--- config.mk ---
export PLATFORM = sky130hd
export DESIGN_NAME = pc_stack
export DESIGN_NICKNAME = d
export VERILOG_FILES = /design/src/rtl/pc_stack.sv
export SDC_FILE = /design/constraint.sdc
export NUM_CORES = 1
export LEC_CHECK = 0
export ABC_AREA = 1
export CAP_MARGIN = 5
export CORE_ASPECT_RATIO = 1.1
export CORE_MARGIN = 1
export CORE_UTILIZATION = 30
export DETAILED_ROUTE_END_ITERATION = 10
export PLACE_DENSITY = 0.57
export SYNTH_ARGS = -nofsm -noshare
export SYNTH_HDL_FRONTEND = slang
export SYNTH_SLANG_ARGS = --single-unit
--- constraint.sdc ---
create_clock -name clk -period 2.4 [get_ports clk]
set_clock_uncertainty 0.2 [all_clocks]
set_input_delay 0.48 -clock clk [delete_from_list [all_inputs] [get_ports clk]]
set_output_delay 0.48 -clock clk [all_outputs]
set_load 0.01 [all_outputs]
--- src/rtl/pc_stack.sv ---
// Parametrised program counter with jump, relative branch and a
// hardware return-address stack for CALL/RET.
module pc_stack #(
  parameter int PC_WIDTH = 5,
  parameter int STACK_DEPTH = 4,
  parameter logic [PC_WIDTH-1:0] RESET_VECTOR = '0
) (
  input  logic                               clk,
  input  logic                               reset,
  input  logic                               stall,
  input  logic [2:0]                         pc_op,
  input  logic                               cond,
  input  logic [PC_WIDTH-1:0]                target,
  input  logic [PC_WIDTH-1:0]                offset,
  output logic [PC_WIDTH-1:0]                pc_out,
  output logic [$clog2(STACK_DEPTH+1)-1:0]   sp_count,
  output logic                               stk_overflow,
  output logic                               stk_underflow
);

  localparam int SPW = $clog2(STACK_DEPTH + 1);
  localparam logic [PC_WIDTH-1:0] PC_ONE = PC_WIDTH'(1);
  localparam logic [SPW-1:0] SP_ONE = SPW'(1);
  localparam logic [SPW-1:0] SP_FULL = SPW'(STACK_DEPTH);

  logic [PC_WIDTH-1:0] stack [STACK_DEPTH];
  logic [PC_WIDTH-1:0] pc_inc;
  logic [PC_WIDTH-1:0] top;
  logic [PC_WIDTH-1:0] pc_nxt;
  logic [SPW-1:0]      sp_nxt;
  logic                ovf_nxt;
  logic                unf_nxt;
  logic                push;
  logic                full;
  logic                empty;
  logic                op_next;
  logic                op_jump;
  logic                op_br;
  logic                op_call;
  logic                op_ret;
  logic                op_hold;

  assign pc_inc = pc_out + PC_ONE;
  assign full   = (sp_count == SP_FULL);
  assign empty  = (sp_count == '0);

  assign op_next = (pc_op == 3'b000);
  assign op_jump = (pc_op == 3'b001);
  assign op_br   = (pc_op == 3'b010);
  assign op_call = (pc_op == 3'b011);
  assign op_ret  = (pc_op == 3'b100);
  // 101 is HOLD; 110/111 are reserved and alias to it
  assign op_hold = pc_op[2] & (pc_op[1] | pc_op[0]);

  always_comb begin
    top = '0;
    for (int i = 0; i < STACK_DEPTH; i++) begin
      if (SPW'(i) == sp_count - SP_ONE) top = stack[i];
    end
  end

  always_comb begin
    pc_nxt  = pc_out;
    sp_nxt  = sp_count;
    ovf_nxt = stk_overflow;
    unf_nxt = stk_underflow;
    push    = 1'b0;
    if (!stall) begin
      unique case (1'b1)
        op_next: pc_nxt = pc_inc;
        op_jump: pc_nxt = target;
        op_br:   pc_nxt = cond ? pc_out + offset : pc_inc;
        op_call: begin
          pc_nxt = target;
          if (full) begin
            ovf_nxt = 1'b1;
          end else begin
            push   = 1'b1;
            sp_nxt = sp_count + SP_ONE;
          end
        end
        op_ret: begin
          if (empty) begin
            pc_nxt  = pc_inc;
            unf_nxt = 1'b1;
          end else begin
            pc_nxt = top;
            sp_nxt = sp_count - SP_ONE;
          end
        end
        op_hold: ;
        default: ;
      endcase
    end
  end

  always_ff @(posedge clk or negedge reset) begin
    if (!reset) begin
      pc_out        <= RESET_VECTOR;
      sp_count      <= '0;
      stk_overflow  <= 1'b0;
      stk_underflow <= 1'b0;
    end else begin
      pc_out        <= pc_nxt;
      sp_count      <= sp_nxt;
      stk_overflow  <= ovf_nxt;
      stk_underflow <= unf_nxt;
    end
  end

  // Entries are don't-care after reset, so no reset on the array
  always_ff @(posedge clk) begin
    if (push) begin
      for (int i = 0; i < STACK_DEPTH; i++) begin
        if (SPW'(i) == sp_count) stack[i] <= pc_inc;
      end
    end
  end

endmodule

==> flow_metrics.env, run 1 <==
export IMPL_post_cts_resized=0
export IMPL_clkTransAtPathRegs_ps=70
export IMPL_grt_max_degree=11
export IMPL_r2r_cells=7
export IMPL_synth_enable_flop_cells=20
export IMPL_arrival_ps=2160
export IMPL_p_leak_nw=1.22
export IMPL_timing_rr_end="sp_count[2]$_DFFE_PN0P_"
export IMPL_hold_path_end="stk_overflow$_DFFE_PN0P_"
export IMPL_dieArea_sq_um=6940
export IMPL_min_from="stk_overflow$_DFFE_PN0P_"
export IMPL_fmax_ghz=0.464
export IMPL_internal_power_mw=1.46
export IMPL_layoutNonFillerInstCount=371
export IMPL_start_util=0.316
export IMPL_layout_commonest_cell="nand2_1"
export IMPL_fin_crit_ps=2160
export IMPL_p_seq_frac=0.305
export IMPL_final_cell_mix="59 x nand2_1, 44 x inv_1, 26 x nand3_1, 26 x clkdlybuf4s50_1, 20 x edfxtp_1"
export IMPL_cap_violations=0
export IMPL_firstDrtPassIters=4
export IMPL_cts_hold_repair_buffers=0
export IMPL_gp_congestion=0.823
export IMPL_core_area_sq_um=6270
export IMPL_required_ps=2410
export IMPL_cts_sinks=30
export IMPL_post_drt_wl_per_cell_um=12.2
export IMPL_die_h_um=87.2
export IMPL_worstMarginPinSlew_ps=578
export IMPL_syn_nets=276
export IMPL_clk_latency_ps=280
export IMPL_wirelength_um=4530
export IMPL_ys_ff_latch=30
export IMPL_pin_count=27
export IMPL_viasPerCell=4.48
export IMPL_layout_drive_gt1_share=0.127
export IMPL_yosysSeqAreaShare=0.429
export IMPL_routed_via_count=1661
export IMPL_ys_warn_count=0
export IMPL_swShare=0.414
export IMPL_criticalPathCategory="input pin to flop"
export IMPL_power_switching_mw=1.03
export IMPL_rsz0062_at_grt="no"
export IMPL_nets=320
export IMPL_clockBufferDepth=2
export IMPL_cts_setup_buffers=0
export IMPL_syn2layout_area_growth_pct=27.8
export IMPL_ant_nets=0
export IMPL_dpl_cell_count=363
export IMPL_finalHoldViolations=0
export IMPL_status="finished clean"
export IMPL_slew_viol_final=0
export IMPL_cts_tree="yes"
export IMPL_avgSynthCellArea_sq_um=8.06
export IMPL_synth_area_sq_um=1980
export IMPL_drc=0
export IMPL_p_clk_frac=0.201
export IMPL_synthArstFlopShare=0.333
export IMPL_hold_depth=1
export IMPL_htreeDepth=2
export IMPL_rr_startpoint="sp_count[0]$_DFFE_PN0P_"
export IMPL_clockRootBuffer="clkbuf_8"
export IMPL_fp_dieW_um=79.5
export IMPL_port_buffers=26
export IMPL_hp_class="flop to flop"
export IMPL_synth_flop_cell="edfxtp_1"
export IMPL_min_period_over_period=0.899
export IMPL_ir_worst_vdd_mv=0.414
export IMPL_setup_violations=0
export IMPL_ys_types=29
export IMPL_grt_first_pass_wirelength_um=7620
export IMPL_worstPathMaxFanout=2
export IMPL_hpwl_um=3580
export IMPL_rrSetupSlack_ps=330
export IMPL_cts_buffers=5
export IMPL_grt_pass1_vias=1596
export IMPL_antennaDiodeCount=0
export IMPL_synth_cells=246
export IMPL_grt_ovfl_total=0
export IMPL_grt_util_all_layers=0.147
export IMPL_end_kind="flop"
export IMPL_antenna_found_initial=0
export IMPL_rows=30
export IMPL_final_util=0.404
export IMPL_slew_headroom=0.614
export IMPL_start_kind="input pin"
export IMPL_powerDensity_nw_per_um2=985
export IMPL_comb_power_share=0.494
export IMPL_n_fill_cell=653
export IMPL_drt_initial_drc_count=69
-- cell usage after synthesis (3+ instances only) --
| cell | instances | area [sq um] |
|---|---|---|
| nand3_1 | 26 | 130 |
| o21ai_0 | 12 | 60.1 |
| inv_1 | 44 | 165 |
| a21oi_1 | 9 | 45.0 |
| inv_2 | 3 | 11.3 |
| ha_1 | 12 | 150 |
| nand2_1 | 59 | 221 |
| nand4_1 | 4 | 25.0 |
| nor2_1 | 14 | 52.6 |
| edfxtp_1 | 20 | 601 |
| o21ai_1 | 4 | 20.0 |
| xor2_1 | 3 | 26.3 |
| dfrtp_1 | 10 | 250 |
| nand2_2 | 5 | 31.3 |
-- cell type report --
| class | instances | area (sq um) | share of cell area |
|---|---|---|---|
| multi-input combinational | 165 | 932 | 0.368 |
| sequential | 30 | 851 | 0.336 |
| timing repair buffer | 39 | 358 | 0.141 |
| inverter | 49 | 184 | 0.0726 |
| tap | 80 | 100 | 0.0395 |
| clock buffer | 5 | 68.8 | 0.0272 |
| clock inverter | 3 | 40.0 | 0.0158 |
-- per-layer routing --
layer,GRT usage,share of wire,vias up
met5,0,0,-
met4,0.0545,0.015,0
met3,0.0293,0.031,9
met2,0.253,0.48,31
met1,0.179,0.47,737
li1,-,-,884
-- worst max path at each step --
stage                            start                    end  slack [ps]  depth (start not counted)
4_1_cts                      offset[0]  pc_out[4]$_DFFE_PN0P_         240                         10
2_1_floorplan  sp_count[0]$_DFFE_PN0P_  stack[1][0]$_DFFE_PP_         220                          6
3_3_place_gp                 offset[0]  pc_out[4]$_DFFE_PN0P_         -10                         10
6_report                     offset[0]  pc_out[4]$_DFFE_PN0P_         240                         10
3_5_place_dp                 offset[0]  pc_out[4]$_DFFE_PN0P_         -50                         10
5_1_grt                      offset[0]  pc_out[2]$_DFFE_PN0P_         100                         13
-- power by group through the flow --
stage               Combinational (mW)  Clock [mW]  Sequential, mW
floorplan                        0.817           0           0.782
global placement                  1.22           0           0.774
detailed placement                1.23           0           0.776
CTS                               1.24       0.511           0.766
global route                      1.39       0.535           0.779
finish                            1.23       0.501           0.762
-- sequential cells by signal, summed over array words and instances, names as in the netlist --
signal and count:
stack 20, pc_out 5, sp_count 3, stk_overflow 1
stk_underflow 1
-- cell families after synthesis --
group,count (synthesis),synth area share
adders and majority gates,13,0.0859
and+or+nand+nor,115,0.262
AOI/OAI and AO/OA,32,0.100
xor gates and xnor gates,5,0.0221
DFF,30,0.429
buffers and inverters,51,0.100
-- worst max-delay path, cell delays in order --
cell             delay (ps)
clkdlybuf4s50_1         460
ha_1                    160
inv_1                    60
fa_1                    390
inv_1                    90
nand3_1                  90
a21o_1                  190
nand3_1                  60
a21oi_1                  70
a21oi_1                 130
-- metrics by stage --
step / hold slack [ps] / cell area [sq um] / TNS (ps) / setup WS (ps) / power, mW
finish: 267 / 2530 / 0 / 243 / 2.50
global route: 302 / 2530 / 0 / 99.9 / 2.71
CTS: 273 / 2530 / 0 / 244 / 2.51
detailed placement: 258 / 2420 / -67.8 / -45.6 / 2.01
global placement: 256 / 2420 / -13.9 / -13.7 / 2.00
floorplan: -15.6 / 1980 / 0 / 218 / 1.60
No activity file was read; power rests on OpenSTA's default activity.
==> inputs of run 2 (changes only) <==
- PLACE_DENSITY: 0.57 -> 0.49
==> flow_metrics.env, run 2 (synthesized netlist as in run 1, its figures left out) <==
export IMPL_start_kind="input pin"
export IMPL_syn2layout_area_growth_pct=31.7
export IMPL_whs_ps=267
export IMPL_pin_count=27
export IMPL_hpwl_um=3780
export IMPL_port_buffers=26
export IMPL_dpl_cell_count=370
export IMPL_tns_ps=0
export IMPL_end_kind="flop"
export IMPL_layout_drive_gt1_share=0.144
export IMPL_finalHoldViolations=0
export IMPL_htreeDepth=2
export IMPL_setup_violations=0
export IMPL_cts_tree="yes"
export IMPL_largest_reg_flops=20
export IMPL_gp_congestion=0.792
export IMPL_worst_path_max_delay_cell="clkdlybuf4s50_1"
export IMPL_drc=0
export IMPL_status="finished clean"
export IMPL_largest_register="stack"
export IMPL_grt_util_all_layers=0.159
export IMPL_layout_commonest_cell="nand2_1"
export IMPL_worstMarginPinSlew_ps=563
export IMPL_worstPathCellList="clkdlybuf4s50_1, ha_1, inv_1, fa_1, inv_1, nand3_1, a21o_1, nand3_1, a21oi_1, a21oi_1"
export IMPL_cts_hold_repair_buffers=0
export IMPL_start_util=0.316
export IMPL_arrival_ps=2160
export IMPL_nets=327
export IMPL_post_drt_wl_per_cell_um=12.7
export IMPL_final_util=0.416
export IMPL_fin_area_sq_um=2610
export IMPL_rrSetupSlack_ps=440
export IMPL_critPathMaxStageDelay_ps=460
export IMPL_grt_first_pass_wirelength_um=8340
export IMPL_hp_class="flop to flop"
export IMPL_cts_sinks=30
export IMPL_min_from="stk_overflow$_DFFE_PN0P_"
export IMPL_total_power_mw=2.65
export IMPL_slew_viol_final=0
export IMPL_cts_buffers=5
export IMPL_top_regs="stack: 20 flops, pc_out: 5 flops, sp_count: 3 flops"
export IMPL_rr_startpoint="sp_count[1]$_DFFE_PN0P_"
export IMPL_p_leak_nw=1.26
export IMPL_clockBufferDepth=2
export IMPL_min_period_over_period=0.894
export IMPL_startpoint="offset[0]"
export IMPL_post_cts_resized=0
export IMPL_n_fill_cell=635
export IMPL_fin_crit_ps=2150
export IMPL_ir_worst_vdd_mv=0.288
export IMPL_routed_via_count=1724
export IMPL_clk_latency_ps=280
export IMPL_cts_setup_buffers=0
export IMPL_fp_dieW_um=79.5
export IMPL_placed_cell_area_sq_um=2480
export IMPL_criticalPathCategory="input pin to flop"
export IMPL_firstDrtPassIters=6
export IMPL_setup_slack_ps=255
export IMPL_drt_initial_drc_count=80
export IMPL_clockRootBuffer="clkbuf_8"
export IMPL_ant_nets=0
export IMPL_wirelength_um=4810
export IMPL_grt_pass1_vias=1760
export IMPL_fmax_ghz=0.466
export IMPL_viasPerCell=4.56
export IMPL_worstPathMaxFanout=2
export IMPL_core_area_sq_um=6270
export IMPL_layoutNonFillerInstCount=378
export IMPL_critPathBufInv=3
export IMPL_powerDensity_nw_per_um2=1010
export IMPL_cp_top_family="buffers and inverters"
export IMPL_dieArea_sq_um=6940
export IMPL_slew_headroom=0.623
export IMPL_antenna_found_initial=0
export IMPL_grt_max_degree=11
export IMPL_rows=30
export IMPL_antennaDiodeCount=0
export IMPL_dp_slack_ps=-49.1
export IMPL_die_h_um=87.2
export IMPL_required_ps=2410
export IMPL_final_cell_mix="59 x nand2_1, 44 x inv_1, 26 x nand3_1, 26 x clkdlybuf4s50_1"
export IMPL_clkTransAtPathRegs_ps=70
export IMPL_cap_violations=0
export IMPL_rsz0062_at_grt="no"
export IMPL_grt_ovfl_total=0
run 2: layer usage:
metal | wire, um | global-route usage | up-vias | share of wire
met5 | 0 | 0 | - | 0
met4 | 61 | 0.0545 | 0 | 0.013
met3 | 170 | 0.0314 | 4 | 0.035
met2 | 2370 | 0.282 | 37 | 0.49
met1 | 2210 | 0.189 | 786 | 0.46
li1 | - | - | 897 | -
run 2: final cells by class:
cell class | count | area (sq um) | area share
clock inverters | 3 | 63.8 | 0.0244
well taps | 80 | 100 | 0.0384
multi-input cells | 165 | 932 | 0.357
clock buffers | 5 | 68.8 | 0.0264
flip-flops and latches | 30 | 851 | 0.326
repair buffers | 46 | 410 | 0.157
inverters | 49 | 184 | 0.0705
run 2: worst paths after layout:
path,cells past startpoint,endpoint
min in group asynchronous,1,pc_out[0]$_DFFE_PN0P_
hold reg to reg,1,stk_overflow$_DFFE_PN0P_
setup / recovery,10,pc_out[4]$_DFFE_PN0P_
hold / removal,1,stk_overflow$_DFFE_PN0P_
max in group asynchronous,1,sp_count[1]$_DFFE_PN0P_
setup reg to reg,11,pc_out[0]$_DFFE_PN0P_
run 2: where the power goes:
part	switching [mW]	internal [mW]
clock network	0.197	0.411
registers	0.0811	0.662
logic	0.773	0.522
==> RTL edit 1: new RTL, config.mk and constraints of run 1 <==
Add an input register stage for `target`, with the module's reset; this delays it by one clock. The other inputs are not delayed to match.
--- a/src/rtl/pc_stack.sv
+++ b/src/rtl/pc_stack.sv
@@ -22,6 +22,16 @@
   localparam logic [PC_WIDTH-1:0] PC_ONE = PC_WIDTH'(1);
   localparam logic [SPW-1:0] SP_ONE = SPW'(1);
   localparam logic [SPW-1:0] SP_FULL = SPW'(STACK_DEPTH);
+
+  logic [PC_WIDTH-1:0] target_q;
+
+  always_ff @(posedge clk or negedge reset) begin
+    if (!reset) begin
+      target_q <= '0;
+    end else begin
+      target_q <= target;
+    end
+  end
 
   logic [PC_WIDTH-1:0] stack [STACK_DEPTH];
   logic [PC_WIDTH-1:0] pc_inc;
@@ -68,10 +78,10 @@
     if (!stall) begin
       unique case (1'b1)
         op_next: pc_nxt = pc_inc;
-        op_jump: pc_nxt = target;
+        op_jump: pc_nxt = target_q;
         op_br:   pc_nxt = cond ? pc_out + offset : pc_inc;
         op_call: begin
-          pc_nxt = target;
+          pc_nxt = target_q;
           if (full) begin
             ovf_nxt = 1'b1;
           end else begin
Behaviour: not the same (a bounded check fails within 4 cycles, from zero or initial values and one cycle with reset low).
==> RTL edit 1 against run 1 <==
  * Wire length down 0.88%
  * Setup slack better by 3.7 ps
  * Sequential share of layout area up 2.9 points
  * Largest cell class is now registers
  * Total power up 0.10%
  * Via count up 3.4%
  * Highest routed layer unchanged
  * Synthesized area up 6.7%
  * First-iteration DRC count up 13%
  * Core utilization down 0.55 points
  * Cell count up 3.0%
  * Sequential cell count up 5
  * Cell area up 5.6%
==> RTL edit 1: results (changes against run 1) <==
htree depth=2 (unchanged); Total GRT Usage=13.6% (-1.0 points); Finished Layout Cells=382 (+3.0%); list of most frequent post-synthesis cells=nand2_1, inv_1, nand3_1; Mapped Nets=282 (+2.2%); synth unique cells=30 (+3.4%); Syn Inst Count=252 (+2.4%); 1st-iter DRT viols=78 (+13%); WL final=4.49 mm (-0.88%); pin count of the biggest net entering global routing=16 (+5); top cells by area, synth=edfxtp_1, dfrtp_1, nand2_1; biggest regs=stack (20), pc_out (5), target_q (5); share of layout cells above drive strength 1=13.0% (+0.29 points); asr flop ratio synth=42.9% (+9.5 points); first-pass GRT wire length=7.63 mm (+0.18%); placed cells=374 (+3.0%); Leak=1.29 nW (+6.1%); GPL Wtd Cong=0.851 (+3.4%); peak supply drop=418 µV (+0.81%); Post-DP HPWL=3.58 mm (about the same); Post-Synth XOR/XNOR Area=2.07% (-0.14 points); Vias per Instance=4.49 (+0.39%); Synth Area in Adders=8.05% (-0.54 points); vias in the first global route=1672 (+4.8%); worst slack, placed=-26.7 ps (+18.9 ps); # nets final=329 (+2.8%); status=complete, no violations; Worst Tran Pin Value=292 ps (-286 ps)
[RTL edit 1: layout make-up]
cell class | instances | area [µm²]
clock inverter | 1 | 5.00
inverter | 49 | 184
tap | 82 | 103
clock buffer | 7 | 86.3
timing repair buffer | 43 | 388
sequential | 35 | 976
fill | 673 | 4040
multi-input combinational | 165 | 933
[RTL edit 1: kinds of logic after synthesis]
logic type / after synthesis
AOI/OAI and AO/OA: 32
xor gates and xnor gates: 5
adders and majority gates: 13
buffers and inverters: 52
DFF: 35
and+or+nand+nor: 115
[RTL edit 1: metal layers]
metal / up-vias / global-route usage (%) / wire length [µm]
met5: - / 0 / 0
met4: 0 / 5.12 / 67
met3: 6 / 3.15 / 155
met2: 36 / 22.4 / 2210
met1: 771 / 17.0 / 2050
li1: 904 / - / -
[RTL edit 1: power by group]
part | switching (mW) | internal [mW] | leakage, nW
logic | 0.731 | 0.492 | 0.889
registers | 0.0964 | 0.742 | 0.355
clock network | 0.205 | 0.231 | 0.0482
total | 1.03 | 1.47 | 1.29
[RTL edit 1: path summary, 6_finish.rpt]
kind | startpoint | to | slack, ps | cells past startpoint
min in group asynchronous | reset | pc_out[1]$_DFFE_PN0P_ | 310 | 2
min reg2reg | stk_overflow$_DFFE_PN0P_ | stk_overflow$_DFFE_PN0P_ | 270 | 1
max | offset[0] | pc_out[4]$_DFFE_PN0P_ | 250 | 10
max reg2reg | sp_count[0]$_DFFE_PN0P_ | pc_out[2]$_DFFE_PN0P_ | 330 | 14
min | stk_overflow$_DFFE_PN0P_ | stk_overflow$_DFFE_PN0P_ | 270 | 1
max in group asynchronous | reset | pc_out[2]$_DFFE_PN0P_ | 1500 | 2
==> RTL edit 2: new RTL, config.mk and constraints of run 1 <==
Without the edit above. `PC_WIDTH`: 5 -> 10.
--- a/src/rtl/pc_stack.sv
+++ b/src/rtl/pc_stack.sv
@@ -1,7 +1,7 @@
 // Parametrised program counter with jump, relative branch and a
 // hardware return-address stack for CALL/RET.
 module pc_stack #(
-  parameter int PC_WIDTH = 5,
+  parameter int PC_WIDTH = 10,
   parameter int STACK_DEPTH = 4,
   parameter logic [PC_WIDTH-1:0] RESET_VECTOR = '0
 ) (
Ports: changed (resized offset, pc_out and target); port bits go from 27 to 42. No check against the original RTL was run, so the function may have changed too.
==> RTL edit 2 against run 1 <==
  * Synthesized area increased by 81%
  * Die area up 78%
  * Critical path depth is 1 higher
  * Setup slack worse by 63 ps
  * Total power grew 73%
  * Via count is 84% higher
  * Non-clock buffer count is 33 higher
  * Count of clock-buffer cells in the layout stayed put
  * Global-route usage increased by 1.0 points
  * Wire length is 97% higher
  * Register-to-register slack got worse by 150 ps
  * Sequential cell count is 25 higher
  * Cell area is 77% higher
  * Synthesized cell count grew 83%
==> RTL edit 2: results (changes against run 1) <==
1st-iter DRT viols=113 (+64%); placed cells=664 (+83%); Final Hold Viols=0 (unchanged); Mapped Nets=496 (+80%); peak supply drop=328 µV (-21%); Slew HR=74.1% (+13 points); WL met2=4.67 mm (+120%); share of layout cells above drive strength 1=12.5% (-0.26 points); register area share after synthesis=44.1% (+1.1 points); busiest layer in global routing=met2; largest stage delay on the critical path=460 ps (about the same); port bufs=41 (+58%); CTS Buf Count=5 (unchanged); WL met1=3.74 mm (+74%); Top delay family on crit path=adder cells; Clock Latency Late Sink=300 ps (+20 ps); synthesis warning total=0 (unchanged); GPL Wtd Cong=0.860 (+4.6%); clk slew on worst S/H paths=80 ps; CP Max Fanout=4 (+2); pin count of the biggest net entering global routing=20 (+9); asr flop ratio synth=27.3% (-6.1 points); slowest stage cell, crit path=clkdlybuf4s50_1; met2 Usage GRT=29.8% (+4.5 points); status=complete, no violations; GR met3 Demand/Resource=1.34% (-1.6 points); Antenna Cells=0 (unchanged); list of most frequent post-synthesis cells=nand2_1, inv_1, nor2_1; number of flops mapped to enable cells by yosys=40 (+100%); top cells by area, synth=edfxtp_1, nand2_1, dfrtp_1; ys flop type=edfxtp_1; Global Route met1 Usage=17.7% (-0.19 points); Leak=2.06 nW (+69%); first-pass GRT wire length=15.0 mm (+97%); # nets final=567 (+77%); htree depth=2 (unchanged); Syn Inst Count=450 (+83%); Top Layer Used=met4; sw frac=42.0% (+0.58 points); WL final=8.90 mm (+97%); Total GRT Usage=15.7% (+1.0 points); Post-DP HPWL=7.22 mm (+100%); Clock Path Buffers=2 (unchanged); DR WL met3=199 µm (+41%); Hold Crit Class=flip-flop to flip-flop; worst slack, placed=-221 ps (-175 ps); 1st-pass router iterations=4 (unchanged); biggest regs=stack (40), pc_out (10), sp_count (3); routed len/inst=13.3 µm (+8.6%); synth unique cells=38 (+31%); DP Area=4340 µm² (+79%); WP data arrival=2250 ps (+90 ps); via count=3057 (+84%); Setup Fix Bufs, Post-CTS=0 (unchanged); initial antenna violation count=0 (unchanged); Routed Antenna Nets=0 (unchanged); clock root buffer=clkbuf_16
[RTL edit 2: cell count changes after synthesis, sizes merged, moves of 3 or more]
cell,change
nand2,+67
ha,+6
o211ai,+5
a21oi,+23
buf,+6
nand3,+12
dfrtp,+5
nor2,+34
edfxtp,+20
inv,+21
and2,+3
[RTL edit 2: cells by family after synthesis]
| logic type | synth area share, % |
|---|---|
| and+or+nand+nor | 28.5 |
| DFF | 44.1 |
| adders and majority gates | 6.85 |
| AOI/OAI and AO/OA | 9.34 |
| buffers and inverters | 9.30 |
| xor gates and xnor gates | 1.92 |
[RTL edit 2: timing repair]
item	in CTS	in global routing
endpoints found under the setup margin	0	6
gates resized for setup	0	4
hold buffers	0	0
[RTL edit 2: power groups by stage]
stage / clock, mW / combinational [mW] / sequential (mW)
final: 0.765 / 2.20 / 1.35
after detailed placement: 0 / 2.21 / 1.37
after floorplan: 0 / 1.40 / 1.39
after global placement: 0 / 2.16 / 1.36
after CTS: 0.777 / 2.22 / 1.35
after global routing: 0.818 / 2.49 / 1.36
[RTL edit 2: final timing paths]
path	startpoint	to	slack (ps)	cells after the start
max	offset[0]	pc_out[8]$_DFFE_PN0P_	180	11
min	stk_overflow$_DFFE_PN0P_	stk_overflow$_DFFE_PN0P_	280	1
max reg2reg	sp_count[1]$_DFFE_PN0P_	pc_out[9]$_DFFE_PN0P_	180	12
min reg2reg	stk_overflow$_DFFE_PN0P_	stk_overflow$_DFFE_PN0P_	280	1
max in group asynchronous	reset	pc_out[3]$_DFFE_PN0P_	1500	2
min in group asynchronous	reset	pc_out[8]$_DFFE_PN0P_	300	2
[RTL edit 2: final cells by class]
class,instances,area [µm²]
multi-input combinational,318,1680
timing repair buffer,72,643
inverter,69,259
clock inverter,3,27.5
fill,1219,7050
clock buffer,5,125
sequential,55,1580
tap,150,188
